`src/rtl/ctrl_sequencer.sv`:
```
// Hardwired T-state control unit for the single-bus datapath: decodes ir[31:27], steps T0..T7,
// and adds run/halt gating, an optional memory wait handshake with timeout, and an opcode trap.
module ctrl_sequencer #(
    parameter bit MEM_HANDSHAKE = 1'b0,
    parameter int MEM_TIMEOUT   = 15,
    parameter int ALU_OP_W      = 4
) (
    input  logic                clk,
    input  logic                reset_n,
    input  logic                run,
    input  logic [31:0]         ir,
    input  logic                mem_ready,
    output logic [18:0]         ctrl,
    output logic [ALU_OP_W-1:0] alu_op,
    output logic [3:0]          state_o,
    output logic                instr_done,
    output logic                illegal_op,
    output logic                bus_error,
    output logic                halted
);

    typedef enum logic [3:0] {
        S_IDLE = 4'd0,
        S_T0   = 4'd1,
        S_T1   = 4'd2,
        S_T2   = 4'd3,
        S_T3   = 4'd4,
        S_T4   = 4'd5,
        S_T5   = 4'd6,
        S_T6   = 4'd7,
        S_T7   = 4'd8,
        S_HALT = 4'd15
    } state_t;

    typedef enum logic [2:0] {
        C_LD   = 3'd0,
        C_LDI  = 3'd1,
        C_ST   = 3'd2,
        C_ALUR = 3'd3,
        C_ALUI = 3'd4,
        C_NOP  = 3'd5,
        C_HALT = 3'd6,
        C_ILL  = 3'd7
    } iclass_t;

    localparam int B_PC_OUT    = 0;
    localparam int B_PC_IN     = 1;
    localparam int B_INC_PC    = 2;
    localparam int B_MAR_IN    = 3;
    localparam int B_MDR_IN    = 4;
    localparam int B_MDR_OUT   = 5;
    localparam int B_READ      = 6;
    localparam int B_WRITE     = 7;
    localparam int B_IR_IN     = 8;
    localparam int B_Y_IN      = 9;
    localparam int B_Z_IN      = 10;
    localparam int B_Z_LOW_OUT = 11;
    localparam int B_C_OUT     = 12;
    localparam int B_GRA       = 13;
    localparam int B_GRB       = 14;
    localparam int B_GRC       = 15;
    localparam int B_R_IN      = 16;
    localparam int B_R_OUT     = 17;
    localparam int B_BA_OUT    = 18;

    localparam logic [2:0] ALU_AND = 3'd0;
    localparam logic [2:0] ALU_OR  = 3'd1;
    localparam logic [2:0] ALU_ADD = 3'd2;
    localparam logic [2:0] ALU_SUB = 3'd3;
    localparam logic [2:0] ALU_SHR = 3'd4;
    localparam logic [2:0] ALU_SHL = 3'd5;
    localparam logic [2:0] ALU_ROR = 3'd6;
    localparam logic [2:0] ALU_ROL = 3'd7;

    localparam logic [7:0] TIMEOUT_C = 8'(MEM_TIMEOUT);

    function automatic iclass_t op_class(input logic [4:0] op);
        iclass_t c;
        case (op)
            5'd0:                                    c = C_LD;
            5'd1:                                    c = C_LDI;
            5'd2:                                    c = C_ST;
            5'd3, 5'd4, 5'd5, 5'd6,
            5'd7, 5'd8, 5'd9, 5'd10:                 c = C_ALUR;
            5'd11, 5'd12, 5'd13:                     c = C_ALUI;
            5'd26:                                   c = C_NOP;
            5'd27:                                   c = C_HALT;
            default:                                 c = C_ILL;
        endcase
        return c;
    endfunction

    // Address arithmetic of ld/ldi/st also uses Add, which the default arm supplies.
    function automatic logic [2:0] alu_code(input logic [4:0] op);
        logic [2:0] a;
        case (op)
            5'd3:    a = ALU_ADD;
            5'd4:    a = ALU_SUB;
            5'd5:    a = ALU_AND;
            5'd6:    a = ALU_OR;
            5'd7:    a = ALU_SHR;
            5'd8:    a = ALU_SHL;
            5'd9:    a = ALU_ROR;
            5'd10:   a = ALU_ROL;
            5'd11:   a = ALU_ADD;
            5'd12:   a = ALU_AND;
            5'd13:   a = ALU_OR;
            default: a = ALU_ADD;
        endcase
        return a;
    endfunction

    state_t      r_state;
    state_t      w_next;
    logic [4:0]  r_op;
    logic [2:0]  r_alu_op;
    logic [7:0]  r_wait_cnt;
    logic        r_bus_error;
    logic [4:0]  w_op;
    iclass_t     w_class;
    logic        w_mem_state;
    logic        w_mem_go;
    logic        w_timeout;
    logic        w_final;
    logic [18:0] w_ctrl;
    logic        w_unused_ir;

    // IR is loaded at the end of T2, so T3 must decode ir live; later states use the copy latched in T3.
    assign w_op    = (r_state == S_T3) ? ir[31:27] : r_op;
    assign w_class = op_class(w_op);
    assign w_unused_ir = ^ir[26:0];

    // Memory T-states, the wait handshake and the last T-state of each instruction class.
    always_comb begin
        w_mem_state = 1'b0;
        w_final     = 1'b0;
        case (r_state)
            S_T1:    w_mem_state = 1'b1;
            S_T3:    w_final     = (w_class == C_NOP) || (w_class == C_ILL);
            S_T5:    w_final     = (w_class == C_LDI) || (w_class == C_ALUR) || (w_class == C_ALUI);
            S_T6:    w_mem_state = (w_class == C_LD);
            S_T7: begin
                w_mem_state = (w_class == C_ST);
                w_final     = 1'b1;
            end
            default: begin
                w_mem_state = 1'b0;
                w_final     = 1'b0;
            end
        endcase
        w_mem_go  = !w_mem_state || !MEM_HANDSHAKE || mem_ready;
        w_timeout = w_mem_state && MEM_HANDSHAKE && !mem_ready && (r_wait_cnt == TIMEOUT_C);
    end

    // Next-state selection; timeout and memory stalls take priority over normal sequencing.
    always_comb begin
        w_next = r_state;
        if (w_timeout) begin
            w_next = S_HALT;
        end else if (!w_mem_go) begin
            w_next = r_state;
        end else if (w_final) begin
            w_next = run ? S_T0 : S_IDLE;
        end else begin
            case (r_state)
                S_IDLE:  w_next = run ? S_T0 : S_IDLE;
                S_T0:    w_next = S_T1;
                S_T1:    w_next = S_T2;
                S_T2:    w_next = S_T3;
                S_T3:    w_next = (w_class == C_HALT) ? S_HALT : S_T4;
                S_T4:    w_next = S_T5;
                S_T5:    w_next = S_T6;
                S_T6:    w_next = S_T7;
                S_HALT:  w_next = S_HALT;
                default: w_next = S_IDLE;
            endcase
        end
    end

    // Strobe decode; exactly one bus driver per state, and read/write never share a state.
    always_comb begin
        w_ctrl = 19'd0;
        case (r_state)
            S_T0: begin
                w_ctrl[B_PC_OUT] = 1'b1;
                w_ctrl[B_MAR_IN] = 1'b1;
                w_ctrl[B_INC_PC] = 1'b1;
                w_ctrl[B_Z_IN]   = 1'b1;
            end
            S_T1: begin
                w_ctrl[B_Z_LOW_OUT] = 1'b1;
                w_ctrl[B_PC_IN]     = 1'b1;
                w_ctrl[B_READ]      = 1'b1;
                w_ctrl[B_MDR_IN]    = 1'b1;
            end
            S_T2: begin
                w_ctrl[B_MDR_OUT] = 1'b1;
                w_ctrl[B_IR_IN]   = 1'b1;
            end
            S_T3: begin
                if ((w_class == C_LD) || (w_class == C_LDI) || (w_class == C_ST)) begin
                    w_ctrl[B_GRB]    = 1'b1;
                    w_ctrl[B_BA_OUT] = 1'b1;
                    w_ctrl[B_Y_IN]   = 1'b1;
                end else if ((w_class == C_ALUR) || (w_class == C_ALUI)) begin
                    w_ctrl[B_GRB]   = 1'b1;
                    w_ctrl[B_R_OUT] = 1'b1;
                    w_ctrl[B_Y_IN]  = 1'b1;
                end else begin
                    w_ctrl = 19'd0;
                end
            end
            S_T4: begin
                w_ctrl[B_Z_IN] = 1'b1;
                if (w_class == C_ALUR) begin
                    w_ctrl[B_GRC]   = 1'b1;
                    w_ctrl[B_R_OUT] = 1'b1;
                end else begin
                    w_ctrl[B_C_OUT] = 1'b1;
                end
            end
            S_T5: begin
                w_ctrl[B_Z_LOW_OUT] = 1'b1;
                if ((w_class == C_LD) || (w_class == C_ST)) begin
                    w_ctrl[B_MAR_IN] = 1'b1;
                end else begin
                    w_ctrl[B_GRA]  = 1'b1;
                    w_ctrl[B_R_IN] = 1'b1;
                end
            end
            S_T6: begin
                w_ctrl[B_MDR_IN] = 1'b1;
                if (w_class == C_ST) begin
                    w_ctrl[B_GRA]   = 1'b1;
                    w_ctrl[B_R_OUT] = 1'b1;
                end else begin
                    w_ctrl[B_READ] = 1'b1;
                end
            end
            S_T7: begin
                if (w_class == C_ST) begin
                    w_ctrl[B_WRITE] = 1'b1;
                end else begin
                    w_ctrl[B_MDR_OUT] = 1'b1;
                    w_ctrl[B_GRA]     = 1'b1;
                    w_ctrl[B_R_IN]    = 1'b1;
                end
            end
            default: w_ctrl = 19'd0;
        endcase
    end

    // State register, latched opcode, held alu_op, per-state wait counter and bus_error pulse.
    always_ff @(posedge clk or negedge reset_n) begin
        if (!reset_n) begin
            r_state     <= S_IDLE;
            r_op        <= 5'd0;
            r_alu_op    <= 3'd0;
            r_wait_cnt  <= 8'd0;
            r_bus_error <= 1'b0;
        end else begin
            r_state     <= w_next;
            r_bus_error <= w_timeout;
            if (r_state == S_T3) begin
                r_op <= ir[31:27];
            end
            if (w_next == S_T0) begin
                r_alu_op <= ALU_ADD;
            end else if ((r_state == S_T3) && (w_next == S_T4)) begin
                r_alu_op <= alu_code(w_op);
            end
            if (w_next != r_state) begin
                r_wait_cnt <= 8'd0;
            end else if (w_mem_state && (r_wait_cnt != 8'hFF)) begin
                r_wait_cnt <= r_wait_cnt + 8'd1;
            end
        end
    end

    assign ctrl       = w_ctrl;
    assign alu_op     = ALU_OP_W'(r_alu_op);
    assign state_o    = r_state;
    assign instr_done = w_final && w_mem_go;
    assign illegal_op = (r_state == S_T3) && (w_class == C_ILL);
    assign bus_error  = r_bus_error;
    assign halted     = (r_state == S_HALT);

endmodule

```
`config.mk`:
```
export PLATFORM = sky130hd
export DESIGN_NAME = ctrl_sequencer
export DESIGN_NICKNAME = d
export VERILOG_FILES = /design/src/rtl/ctrl_sequencer.sv
export SDC_FILE = /design/constraint.sdc
export NUM_CORES = 1
export LEC_CHECK = 0
export ABC_AREA = 0
export ABC_CLOCK_PERIOD_IN_PS = 2600
export BUFFER_PORTS_ARGS = -buffer_cell sky130_fd_sc_hd__buf_4
export CAP_MARGIN = 5
export CORE_MARGIN = 2
export CORE_UTILIZATION = 30
export CTS_BUF_LIST = sky130_fd_sc_hd__clkbuf_4
export CTS_CLUSTER_SIZE = 30
export DETAILED_ROUTE_END_ITERATION = 10
export PLACE_DENSITY_LB_ADDON = 0.05
export SETUP_SLACK_MARGIN = 0.3
export SYNTH_ARGS = -nofsm -noshare
export SYNTH_HDL_FRONTEND = slang
export SYNTH_SLANG_ARGS = --single-unit
```
`constraint.sdc`:
```
create_clock -name clk -period 2.6 [get_ports clk]
set_input_delay 0.39 -clock clk [delete_from_list [all_inputs] [get_ports clk]]
set_output_delay 0.39 -clock clk [all_outputs]
set_load 0.01 [all_outputs]
```
Word level (Yosys, flattened, before mapping)
Memories as Yosys holds them, arrays and structs flattened.
Index checks and enable logic that the tools add are counted.
{"block": "classes", "div": 0, "shifts": 0, "eq_ne": 18, "reduce_logical": 15, "add_sub_neg": 0, "bitwise": 0, "n_lt_le_gt_ge": 0, "n_mux": 36, "multipliers": 0}
{"operator": "4-bit case mux with 9 select lines", "n": 1}
{"operator": "4-bit by 3-bit == test with 1-bit output, second input constant", "n": 5}
{"operator": "1-bit 2-to-1 mux", "n": 20}
{"operator": "3-bit == test, second input constant", "n": 4}
{"operator": "3-bit 2-to-1 mux", "n": 4}
{"operator": "1-bit case mux with 3 select lines", "n": 4}
{"operator": "4-bit by 1-bit == test with 1-bit output, second input constant", "n": 2}
{"operator": "4-bit by 2-bit == test with 1-bit output, second input constant", "n": 2}
{"operator": "4-bit == test, second input constant", "n": 2}
{"operator": "4-bit 2-to-1 mux", "n": 2}
{"operator": "1-bit case mux with 2 select lines", "n": 4}
{"operator": "1-bit logical OR", "n": 7}
{"operator": "3-bit by 2-bit == test with 1-bit output, second input constant", "n": 2}
{"operator": "2-bit OR reduction", "n": 3}
{"operator": "5-bit 2-to-1 mux", "n": 1}
{"operator": "4-bit zero test", "n": 1}
{"operator": "3-bit by 1-bit == test with 1-bit output, second input constant", "n": 1}
{"operator": "3-bit zero test", "n": 1}
{"operator": "1-bit logical AND", "n": 2}
{"operator": "2-bit nonzero test", "n": 1}
{"block": "word_totals", "output_inout_bits": 31, "rom_bits": 144, "n_memories": 2, "regBits": 12, "in_bits": 36, "wordCells": 74, "latch_bits": 0, "ramBits": 0}
{"name": "(name not given)", "words": 32, "word_bits": 3, "rd": 1, "rd_clocked_by_memory_dff": 0, "wr": 0, "line": "79", "rtl": "case (op)"}
{"name": "(name not given)", "words": 16, "word_bits": 3, "rd": 1, "rd_clocked_by_memory_dff": 0, "wr": 0, "line": "96", "rtl": "case (op)"}

Longest topological paths before layout
An unclocked memory read counts as a cell.
{"block": "depth", "word_depth": 12, "mapped_depth": 7, "ltp_nobuf": 5}

Worst setup path before layout
No wires, ideal clock.
{"block": "synth_timing", "path_type": "register to output", "startpoint": "register r_state[0] (netlist: state_o[0])", "endpoint": "output port ctrl[17]", "path_buffers": 1, "path_stages_with_launch": 7, "arrival_time_ps": 2301, "slack_ps": -91, "required_time_ps": 2210, "path_cell_list": "dfrtp_1 > buf_6 > nor4b_4 > mux2_2 > or3_1 > a211oi_2 > a221o_1"}
{"block": "synth_via", "elab_chain_len": 8, "word_cells_on_any_way": 18, "classes_between": "eq/ne (7); mux (6); reduce/logical (4); memory (1)"}
{"item": "start, declared", "line": "113", "rtl": "state_t r_state;"}
{"item": "start signal, assigned", "line": "262", "rtl": "r_state <= w_next;"}
{"item": "4-bit by 3-bit == test with 1-bit output *", "line": "129", "rtl": "assign w_op = (r_state == S_T3) ? ir[31:27] : r_op;"}
{"item": "5-bit 2-to-1 mux *"}
{"item": "named net w_op[2]", "line": "119", "rtl": "logic [4:0] w_op;"}
{"item": "memory 32 x 3 bit *"}
{"item": "3-bit by 2-bit == test with 1-bit output, or another cell as far along", "line": "205, 215"}
{"item": "1-bit logical OR (on tied branches)", "line": "205, 201"}
{"item": "1-bit 2-to-1 mux or 1-bit logical OR (tied branches)", "line": "205, 201"}
{"item": "3-bit 2-to-1 mux", "line": "201", "rtl": "if ((w_class == C_LD) || (w_class == C_LDI) || (w_class == C_ST)) begin"}
{"item": "1-bit case mux with 3 select lines *", "line": "183", "rtl": "case (r_state)"}
{"item": "end, declared", "line": "13", "rtl": "output logic [18:0] ctrl,"}
Mark *: on every way through the listed nets, which the timed path passes. The rest lies on a longest branch.

Worst setup path after layout
Same ends and word-level chain as after synthesis.

==> metrics.json <==
{
  "failed_checks": {"value": "negative setup slack"},
  "setup.worst_path.start_class": {"value": "register"},
  "async_reset_ff_share": {"value": 100, "unit": "%"},
  "worst_r2r_path_depth": {"value": 10},
  "layout_setup_ws": {"value": -116, "unit": "ps"},
  "floorplan.die.height": {"value": 63.4, "unit": "um"},
  "synth.distinct_cells": {"value": 47},
  "synthFlopType": {"value": "sky130_fd_sc_hd__dfrtp_1"},
  "cp_common_cell": {"value": "sky130_fd_sc_hd__buf_4"},
  "final_critical_path_required_period": {"value": 2720, "unit": "ps"},
  "worstSetupEndpointType": {"value": "primary output"},
  "placedCellCount": {"value": 215},
  "placeableCoreArea": {"value": 0.00336, "unit": "sq mm"},
  "drive_above_1_share": {"value": 48.2, "unit": "%"},
  "layout_area_growth_over_synthesis": {"value": 66.7, "unit": "%"},
  "vias_per_cell": {"value": 5.21},
  "final.setup_skew": {"value": 1.93, "unit": "ps"},
  "grt.total_usage": {"value": 18.1, "unit": "%"},
  "synthDominantCellAreaShare": {"value": 28.3, "unit": "%"},
  "multiInputGateArea": {"value": 825, "unit": "sq um"},
  "max_cap_viol_count": {"value": 0},
  "drv_slew": {"value": 0},
  "insertion_delay": {"value": 280, "unit": "ps"},
  "clock_h_tree_levels": {"value": 1},
  "register_area": {"value": 300, "unit": "sq um"},
  "maxClockFrequency": {"value": 368, "unit": "MHz"},
  "postSynthAreaPerCell": {"value": 8.03, "unit": "sq um"},
  "hold_path_class": {"value": "input port to register"},
  "synth_enable_flop_cells": {"value": 0},
  "tritoncts": {"value": "yes"},
  "globalRoute.totalOverflow": {"value": 0},
  "n_antenna_cell": {"value": 0},
  "die_area": {"value": 0.00402, "unit": "sq mm"},
  "route.vias.total": {"value": 1234},
  "critical_path.endpoint": {"value": "ctrl[17]"},
  "numCtsBuffers": {"value": 3},
  "post-route-drc-count": {"value": 0},
  "critical_path.n_buffers_inverters": {"value": 2},
  "wl_per_cell": {"value": 15.1, "unit": "um"},
  "timing.critical_path.slowest_cell_delay": {"value": 410, "unit": "ps"},
  "pin_count_of_the_biggest_net_entering_global_routing": {"value": 17},
  "timing.setup.critical_path_class": {"value": "register to primary output"},
  "worst-path-max-fanout": {"value": 4},
  "grt_pass1_vias": {"value": 1169},
  "place.gp.congestion": {"value": 0.818},
  "timing.final.hold_violations": {"value": 0},
  "drt.antenna.violating_nets": {"value": 0},
  "grt_antenna_before_repair": {"value": 0},
  "grt_setup_unrepaired": {"value": "true"},
  "clk_root_buffer_cell": {"value": "sky130_fd_sc_hd__clkbuf_4"},
  "power.density_cell_area": {"value": 1180, "unit": "mW/mm^2"},
  "final.setup.tns": {"value": -413, "unit": "ps"},
  "clock_path_buffers": {"value": 2},
  "clock_sinks": {"value": 12},
  "postSynthCellCount": {"value": 132},
  "proportion_of_synthesized_chip_area_in_sequential_cells": {"value": 28.3, "unit": "%"},
  "synth_seq_cells": {"value": 12},
  "filler_cell_count": {"value": 330},
  "relSlewSlack": {"value": 63.0, "unit": "%"},
  "run_status": {"value": "complete, but fails checks"},
  "worst-path-stages": {"value": 7},
  "critPathTopFamily": {"value": "simple AND/OR/NAND/NOR gates"},
  "drt_wl_total": {"value": 3580, "unit": "um"},
  "dr.first_iter.drc_count": {"value": 37},
  "max_slew.worst_pin.slew": {"value": 552, "unit": "ps"},
  "grt_pass1_wl": {"value": 5750, "unit": "um"},
  "final_common_cell": {"value": "sky130_fd_sc_hd__buf_4"},
  "critical_path_arrival": {"value": 2330, "unit": "ps"},
  "timing.reg2reg.setup_slack": {"value": 370, "unit": "ps"},
  "worst_r2r_startpoint": {"value": "state_o[0]$_DFF_PN0_"},
  "synthDominantAreaCellType": {"value": "sky130_fd_sc_hd__dfrtp_1"},
  "cp_cell_sequence": {"value": "nor4b_4, buf_4, mux2_4, or3_4, a211oi_4, a221o_1, buf_4"},
  "floorplan.die.width": {"value": 63.4, "unit": "um"},
  "pre_cts_ws": {"value": 40.7, "unit": "ps"},
  "finalSetupViolations": {"value": 7},
  "layout_common_cells": {"value": "sky130_fd_sc_hd__buf_4, sky130_fd_sc_hd__nand2_1, sky130_fd_sc_hd__dfrtp_1"},
  "initial_core_util": {"value": 31.5, "unit": "%"},
  "nNetsFinal": {"value": 228},
  "irDropWorstVdd": {"value": 0.000404, "unit": "V"},
  "design.portCount": {"value": 67},
  "fin_cells": {"value": 237},
  "yosysWarningCount": {"value": 0},
  "buffer_ports.inserted": {"value": 36},
  "crit_slowest_cell": {"value": "sky130_fd_sc_hd__dfrtp_1"},
  "dominant_cells_by_area_after_synthesis": {"value": "sky130_fd_sc_hd__dfrtp_1, sky130_fd_sc_hd__nand2_1, sky130_fd_sc_hd__nor2_1, sky130_fd_sc_hd__a21oi_1, sky130_fd_sc_hd__buf_4"},
  "critical_path.startpoint": {"value": "state_o[0]$_DFF_PN0_"},
  "rows": {"value": 21},
  "synth.cell_area": {"value": 0.00106, "unit": "sq mm"},
  "place_hpwl": {"value": 2460, "unit": "um"},
  "final_period_utilization": {"value": 104, "unit": "%"},
  "cp.required": {"value": 2210, "unit": "ps"},
  "firstDrtPassIters": {"value": 4},
  "critical_path.reg2reg.endpoint": {"value": "r_alu_op[0]$_DFFE_PN0P_"},
  "clkTransAtPathRegs": {"value": 70, "unit": "ps"},
  "cellLeakagePower": {"value": 0.811, "unit": "nW"}
}
[worst reg2reg max path, cell delays in order (launching register included)]
cell,delay (ps)
sky130_fd_sc_hd__dfrtp_1,410
sky130_fd_sc_hd__buf_4,150
sky130_fd_sc_hd__buf_6,100
sky130_fd_sc_hd__buf_8,110
sky130_fd_sc_hd__or3b_4,370
sky130_fd_sc_hd__nand2b_4,180
sky130_fd_sc_hd__nor3_4,210
sky130_fd_sc_hd__buf_6,130
sky130_fd_sc_hd__buf_4,110
sky130_fd_sc_hd__a311oi_1,80
sky130_fd_sc_hd__a22o_1,270
[logic make-up after synthesis]
family / Yosys count / synth area share (%)
flip-flops: 12 / 28.3
AND/OR/NAND/NOR: 61 / 32.9
buffers and inverters: 16 / 8.15
XOR/XNOR: 1 / 0.827
multiplexers: 6 / 6.02
AO/OA/AOI/OAI: 35 / 23.4
other: 1 / 0.354
[cells in the mapped netlist, drive strengths merged, types with 2 or more instances]
cell type  instances
nand2b             5
o21ai              6
dfrtp             12
and3               3
mux2i              3
a21o               2
nor3               5
nor3b              4
o2bb2ai            2
or2                3
nor2              12
nor4               2
a22o               2
inv                4
a21oi              8
nor2b              2
buf                6
nand3              2
nand2             15
o21a               2
clkbuf             6
mux2               3
o211ai             2
[metal layers]
metal	GRT usage (%)	vias to the layer above	wire length, um
li1	-	593	-
met5	0	-	0
met2	28.3	41	1680
met4	6.79	0	76
met3	4.11	9	174
met1	24.1	591	1650
[area by class of cell]
type | count | share of cell area (%)
well taps | 46 | 3.26
clock inverters | 1 | 0.212
repair buffers | 66 | 30.7
flip-flops and latches | 12 | 17.0
multi-input cells | 105 | 46.7
inverters | 4 | 0.850
clock buffers | 3 | 1.27
[sequential cells by signal, summed over array words and instances, names as in the netlist]
name and flops:
r_alu_op 3, state_o 4, r_op 5
[repair_timing]
| action | in CTS | in global routing |
|---|---|---|
| buffers inserted | 13 | 4 |
| resized for setup | 25 | 8 |
| endpoints found under the setup margin | 14 | 14 |
| pin swaps | 9 | 8 |
| hold buffers | 1 | 0 |
| endpoints found under the hold margin | 12 | 0 |
[worst min path at each step]
stage / cells after the start / to / start / slack (ps)
after CTS: 2 / state_o[0]$_DFF_PN0_ / run / 370
after floorplan: 0 / r_alu_op[0]$_DFFE_PN0P_ / reset_n / 90
after global placement: 1 / r_op[0]$_DFF_PN0_ / reset_n / 240
after global routing: 2 / state_o[0]$_DFF_PN0_ / run / 380
final: 2 / state_o[0]$_DFF_PN0_ / run / 380
after detailed placement: 1 / r_op[0]$_DFF_PN0_ / reset_n / 240
[stage by stage]
step	cell area, sq um	util, %	total power, mW	hold WS (ps)
after floorplan	1110	-	1.12	94.4
after global placement	1450	43.2	1.55	243
after detailed placement	1450	43.2	1.58	244
after CTS	1700	50.5	1.97	367
after global routing	1770	52.5	2.23	376
final	1770	52.5	2.08	380
[where the power goes]
part,internal [mW],total (mW),leakage (nW),switching [mW]
logic,0.825,1.59,0.648,0.760
registers,0.273,0.369,0.147,0.0956
clock network,0.0558,0.122,0.0154,0.0664
total,1.15,2.08,0.811,0.922
Note: power is estimated with default switching activity, not from simulation.
